### config.mk
export PLATFORM = sky130hd
export DESIGN_NAME = clk_div_ctrl
export DESIGN_NICKNAME = d
export VERILOG_FILES = /design/src/rtl/clk_div_ctrl.sv
export SDC_FILE = /design/constraint.sdc
export NUM_CORES = 1
export LEC_CHECK = 0
export BUFFER_PORTS_ARGS = -buffer_cell sky130_fd_sc_hd__buf_2
export CORE_MARGIN = 4
export CORE_UTILIZATION = 47
export CTS_BUF_LIST = sky130_fd_sc_hd__clkbuf_4
export CTS_CLUSTER_SIZE = 20
export DETAILED_ROUTE_END_ITERATION = 8
export HOLD_SLACK_MARGIN = 0.06
export PLACE_DENSITY_LB_ADDON = 0.08
export SLEW_MARGIN = 10
export SYNTH_ARGS = -nofsm -noshare
export SYNTH_HDL_FRONTEND = slang
export SYNTH_SLANG_ARGS = --single-unit
### constraint.sdc
create_clock -name clk -period 4.2 [get_ports clk]
set_clock_uncertainty 0.05 [all_clocks]
set_input_delay 0 -clock clk [delete_from_list [all_inputs] [get_ports clk]]
set_output_delay 0 -clock clk [all_outputs]
set_load 0.02 [all_outputs]
### src/rtl/clk_div_ctrl.sv
// Purpose : programmable clock divider with run / step / graceful-stop control.
// Latency : control inputs act on the next clk edge; rise_tick aligns with system_clk going high;
//           step_done pulses one cycle after the final falling edge of a step burst.
// Backpressure: div_valid/div_ready handshake; div_ready drops while a new divide value waits for a phase boundary.
// Ports   : clk, rst_n (sync, active-low); start / stop / step_req + step_cnt control requests;
//           div_valid / div_val / div_ready divide-value handshake; system_clk, rise_tick, step_done,
//           busy, cur_div status outputs.
module clk_div_ctrl #(
  parameter int CNT_W       = 32,
  parameter int DEFAULT_DIV = 100
) (
  input  logic             clk,
  input  logic             rst_n,
  input  logic             start,
  input  logic             stop,
  input  logic             step_req,
  input  logic [15:0]      step_cnt,
  input  logic             div_valid,
  input  logic [CNT_W-1:0] div_val,
  output logic             div_ready,
  output logic             system_clk,
  output logic             rise_tick,
  output logic             step_done,
  output logic             busy,
  output logic [CNT_W-1:0] cur_div
);

  typedef enum logic [1:0] {IDLE, RUN, STEP, STOPPING} state_t;

  localparam logic [CNT_W-1:0] CNT_ONE = {{(CNT_W-1){1'b0}}, 1'b1};

  state_t           state_q, state_d;
  logic [CNT_W-1:0] cnt_q, cnt_d;
  logic             sclk_q, sclk_d;
  logic             rise_q, rise_d;
  logic             arm_q, arm_d;    // final step fall seen; step_done follows one cycle later
  logic             done_q, done_d;
  logic [15:0]      rem_q, rem_d;
  logic             pend_vld_q, pend_vld_d;
  logic [CNT_W-1:0] pend_q, pend_d;
  logic [CNT_W-1:0] cur_div_q, cur_div_d;
  logic             tog;
  logic             xfer;

  always_comb begin
    state_d    = state_q;
    cnt_d      = cnt_q;
    sclk_d     = sclk_q;
    rise_d     = 1'b0;
    arm_d      = 1'b0;
    done_d     = arm_q;
    rem_d      = rem_q;
    pend_vld_d = pend_vld_q;
    pend_d     = pend_q;
    cur_div_d  = cur_div_q;

    // >= rather than == so the counter can never run past cur_div and wrap.
    tog  = (state_q != IDLE) && (cnt_q >= cur_div_q);
    xfer = div_valid && !pend_vld_q;

    case (state_q)
      IDLE: begin
        cnt_d  = '0;
        sclk_d = 1'b0;
        if (start) begin
          state_d = RUN;
        end else if (step_req) begin
          if (step_cnt != 16'd0) begin
            rem_d   = step_cnt;
            state_d = STEP;
          end else begin
            done_d = 1'b1;
          end
        end
      end
      RUN, STEP: begin
        if (stop) begin
          cnt_d = '0;
          if (!sclk_q) begin
            state_d = IDLE;
          end else if (tog) begin
            // High phase ends on this very edge: no need to visit STOPPING.
            state_d = IDLE;
            sclk_d  = 1'b0;
          end else begin
            state_d = STOPPING;
            cnt_d   = cnt_q + CNT_ONE;
          end
        end else if (tog) begin
          cnt_d  = '0;
          sclk_d = !sclk_q;
          rise_d = !sclk_q;
          if (state_q == STEP && sclk_q) begin
            rem_d = rem_q - 16'd1;
            if (rem_q == 16'd1) begin
              state_d = IDLE;
              arm_d   = 1'b1;
            end
          end
        end else begin
          cnt_d = cnt_q + CNT_ONE;
        end
      end
      STOPPING: begin
        // Only entered with system_clk high, so the next toggle is always a fall.
        if (tog) begin
          cnt_d   = '0;
          sclk_d  = 1'b0;
          state_d = IDLE;
        end else begin
          cnt_d = cnt_q + CNT_ONE;
        end
      end
      default: state_d = IDLE;
    endcase

    // Divide-value handshake: immediate in IDLE, otherwise deferred to a phase boundary.
    if (state_q == IDLE) begin
      if (xfer) cur_div_d = div_val;
    end else begin
      if (tog && pend_vld_q) begin
        cur_div_d  = pend_q;
        pend_vld_d = 1'b0;
      end
      if (xfer) begin
        pend_d     = div_val;
        pend_vld_d = 1'b1;
      end
      if (state_d == IDLE) begin
        if (xfer)            cur_div_d = div_val;
        else if (pend_vld_q) cur_div_d = pend_q;
        pend_vld_d = 1'b0;
      end
    end
  end

  always_ff @(posedge clk) begin
    if (!rst_n) begin
      state_q    <= IDLE;
      cnt_q      <= '0;
      sclk_q     <= 1'b0;
      rise_q     <= 1'b0;
      arm_q      <= 1'b0;
      done_q     <= 1'b0;
      rem_q      <= 16'd0;
      pend_vld_q <= 1'b0;
      pend_q     <= '0;
      cur_div_q  <= CNT_W'(DEFAULT_DIV);
    end else begin
      state_q    <= state_d;
      cnt_q      <= cnt_d;
      sclk_q     <= sclk_d;
      rise_q     <= rise_d;
      arm_q      <= arm_d;
      done_q     <= done_d;
      rem_q      <= rem_d;
      pend_vld_q <= pend_vld_d;
      pend_q     <= pend_d;
      cur_div_q  <= cur_div_d;
    end
  end

  assign div_ready  = !pend_vld_q;
  assign system_clk = sclk_q;
  assign rise_tick  = rise_q;
  assign step_done  = done_q;
  assign busy       = (state_q != IDLE);
  assign cur_div    = cur_div_q;

endmodule

== Word level (Yosys, flattened, before mapping) ==
Index checks and enable logic that the tools add are counted.
Cells by class
  bitwise logic cells: 5
  add/sub/neg operators: 2
  reductions and logical operators: 19
  equality and inequality tests: 13
  order comparisons: 1
  multiplexer cells: 42
Operators with widths (count)
  2-to-1 mux 32 bit: 9
  2-to-1 mux 16 bit: 6
  case mux 32 bit (3 select lines): 1
  adder 32 x 1 -> 32 bit, second input constant: 1
  >= comparator 32 bit: 1
  case mux 16 bit (2 select lines): 1
  2-to-1 mux 2 bit: 10
  == test 16 x 1 -> 1 bit, second input constant: 1
  inequality test 2 bit, second input constant: 8
  nonzero test 16 bit: 1
  subtractor 16 x 1 -> 16 bit, second input constant: 1
  2-to-1 mux 1 bit: 13
  AND reduction 7 bit: 1
  case mux 2 bit (3 select lines): 1
  AND reduction 2 bit: 3
  inverter 1 bit: 5
  OR reduction 5 bit: 1
  == test 2 bit, second input constant: 2
  logical AND 1 bit: 4
  zero test 2 bit: 2
  nonzero test 2 bit: 2
  OR reduction 4 bit: 1
  inequality test 3 bit, second input constant: 1
  case mux 1 bit (3 select lines): 1
  other kinds (4): 5
Storage, ports and cells
  logic and storage cells: 92
  output and inout bits: 37
  flip-flop bits (word level): 119
  bits of input ports: 54

== Logic depth before layout (Yosys ltp) ==
  word-level depth: 9
  depth in mapped cells: 13
  mapped depth without buffers: 11

== Worst setup path before layout ==
OpenSTA, ideal clock, no wires.
  path kind: reg2reg
  start point: register with a tool-made name
  end point: register with a tool-made name
  path buffers: 2
  stages on the path, launching flop included: 14
  data arrival time: 2.738 ns
  required time: 4.008 ns
  clock period less this slack: 2.929 ns
  slack: 1.271 ns
  library setup time: 0.142 ns
  cell sequence: dfxtp_1 -> inv_1 -> ha_1 -> a21oi_1 -> o21ai_1 -> a221oi_1 -> o211ai_1 -> o21ai_4 -> a21oi_2 -> buf_4 -> o2111a_1 -> buf_2 -> o221ai_1 -> o211ai_1

==> run summary <==
Outcome - completed
Cell chain of the critical path - inv_1 -> ha_1 -> nand2b_1 -> a2111oi_0 -> o32a_1 -> a21boi_2 -> o21ai_2 -> a21oi_4 -> a211oi_2 -> a211oi_1 -> o21a_1
Hold_sp - rst_n
Critical path's slowest cell - a211oi_2
Fmax - 0.261 GHz
Post-synth top flop - dfxtp_1
Max Cap Viol - 0
Post-synth EDFFs - 0
Synth warn - 0
Worst vdd ir - 0.326 mV
Die W - 130 um
Vias/cell - 5.61
Relative slew slack - 0.119
Share of layout cells above drive strength 1 - 0.167
Tmin final - 3.83 ns
I/O pin count - 91
Final Wtd Congestion - 0.855
RSZ-0062 raised after global routing - no
Sequential share of the synthesized area - 0.340
Netlist cell types - 68
# port buffers - 90
Worst Hold Class - input port to flop
Fin nets - 1081
WP depth - 11
H-Tree Depth - 4
Fillers - 1329
Clock share of power - 0.309
Cell Area, Synth - 7020 um^2
Area growth from synthesis to layout - 19.1%
Commonest non-fill, non-tap cells in the layout - nand2_1, dfxtp_1, buf_2
Reg clk slew, reported paths - 0.11 ns
Postcts setup bufs - 0
Largest net degree at the start of global routing - 88
Net Sw Frac - 0.340
Row Count - 44
First-pass GRT wire length - 31.7 mm
Area leader, netlist - dfxtp_1
Vias in the first global route - 6257
Reg2reg start - cnt_q[0]
R2R depth - 11
Synth async-reset ratio - 0
Final wirelength - 19.2 mm
Fin area - 8360 um^2
Initial antenna violation count - 0
WL per Instance - 16.2 um
Drt pass-1 iters - 5
Worst EP arrival - 4.21 ns
Starting density of the core - 0.481
Clock Sinks - 119
Hold Vio Cnt, Final - 0
Post-DP HPWL - 13.5 mm
Via count of the routed design - 6649
CP Max Fanout - 24
CP endpoint kind - flop
Synth area leaders - dfxtp_1, nand2_1, ha_1
Area post-placement - 7530 um^2
Fraction of power consumed by combinational cells - 0.253
Post-Syn Area per Cell - 8.04 um^2
WP buf/inv - 1
Final setup fails - 0
Worst skew pair latency - 0.54 ns
Fin crit share - 0.912
GR Util All Layers - 0.232
Mapped Nets - 966
Crit path from - cnt_q[0]
Pwr/cell area - 345 nW/um^2
Worst slew pin tran - 1.32 ns
Cells after synthesis - 873
Root buffer cell - clkbuf_4
Die Ht - 130 um
Flop pwr share - 0.439
Internal power - 1.90 mW
Reg2Reg Setup Slack - 0.37 ns
Cts bufs inserted - 17
DRC violations left - 0
Fin Setup TNS - 0 ns
TritonCTS clock tree - done
Leak - 3.34 nW
Top delay family on crit path - compound AO/OA/AOI/OAI gates
Final max-slew violation count - 0
Share of the synthesized area in the top cell type - 0.340
Crit path launch type - flop
Crit path largest cell delay - 1.13 ns
Drt first-iter violations - 512
Die Area - 16900 um^2
Ant diodes - 0
Grt ovf - 0
Most common cell after layout, fill and taps aside - nand2_1
CP required - 4.58 ns
ANT nets after route - 0
Worst Setup Path Type - flop to flop
FF+latch count, synth - 119
NetSw - 0.981 mW
Core area - 14600 um^2
Worst-case clock buffer depth - 2
[cell type report]
class / count / area [um^2] / share of cell area
Multi-Input combinational cell: 654 / 4220 / 0.505
Clock buffer: 17 / 128 / 0.0153
Timing Repair Buffer: 154 / 1060 / 0.127
Inverter: 42 / 158 / 0.0189
Tap cell: 184 / 230 / 0.0276
Sequential cell: 119 / 2380 / 0.285
Clock inverter: 15 / 178 / 0.0213
[synth_stat cells (4+ instances only)]
library cell	count
a22o_1	15
and2_1	6
xnor2_1	7
buf_4	7
dfxtp_1	119
a21oi_1	58
inv_1	41
nand2_1	157
and3_1	6
o21ai_0	12
o211ai_1	7
a211oi_2	11
and4_1	6
o31ai_1	15
nand3_1	15
nor3_1	22
nor2b_1	13
o221a_2	10
clkbuf_1	39
nand4_1	10
nor2_1	58
nand2b_1	11
ha_1	39
buf_2	8
nor4_1	8
xor2_1	23
a41oi_1	8
a21boi_1	4
a21boi_0	37
a22oi_1	14
o21a_1	20
a211oi_1	21
[how the worst min path moves through the flow]
stage                 endpoint  slack, ns  cells past startpoint
detailed placement   pend_q[3]       0.22                      3
global route              flop       0.11                      3
floorplan           pend_q[17]       0.09                      2
global placement     pend_q[4]       0.21                      3
finish                    flop       0.11                      3
CTS                       flop       0.08                      3
[metrics by stage]
step / setup slack [ns] / std cells / hold slack, ns / total power [mW] / utilization
2_1_floorplan: 1.27 / 873 / 0.0949 / 1.77 / -
6_report: 0.368 / 1185 / 0.113 / 2.88 / 0.573
3_5_place_dp: 0.422 / 1101 / 0.221 / 1.97 / 0.516
3_3_place_gp: 0.632 / 1101 / 0.214 / 1.95 / 0.516
5_1_grt: 0.146 / 1185 / 0.109 / 3.05 / 0.573
4_1_cts: 0.395 / 1185 / 0.0792 / 2.90 / 0.572
[repair_timing]
action                                 in CTS  in global routing
hold buffers                               52                  0
gates resized for setup                     0                  0
endpoints found under the hold margin      88                  0
[kinds of logic (layout without fill, tap and decap cells)]
group                    count (synthesis)  in the layout  synth area share
AND/OR/NAND/NOR                        325            325             0.212
adder cells (fa/ha/maj)                 39             39            0.0695
XOR/XNOR                                30             30            0.0374
flip-flops                             119            119             0.340
buffers and inverters                  100            228            0.0597
AO/OA/AOI/OAI                          259            259             0.280
multiplexers                             1              1           0.00143
[power by group through the flow]
stage	registers, mW	clock network, mW	logic [mW]
after CTS	1.26	0.917	0.723
after global placement	1.29	0	0.668
after detailed placement	1.29	0	0.684
final	1.27	0.891	0.729
after global routing	1.27	0.971	0.807
after floorplan	1.31	0	0.460
[worst min-delay path, cell delays in order]
cell and delay, ns:
buf_2 0.09, buf_4 0.36, o211ai_1 0.18
[metal layers]
layer  share of wire  vias up  global-route usage
li1                -     3340                   -
met1            0.49     3140               0.332
met2            0.45      150               0.355
met3           0.053       19              0.0512
met4           0.012        0              0.0605
met5               0        -                   0
Note: power is estimated with default switching activity, not from simulation.
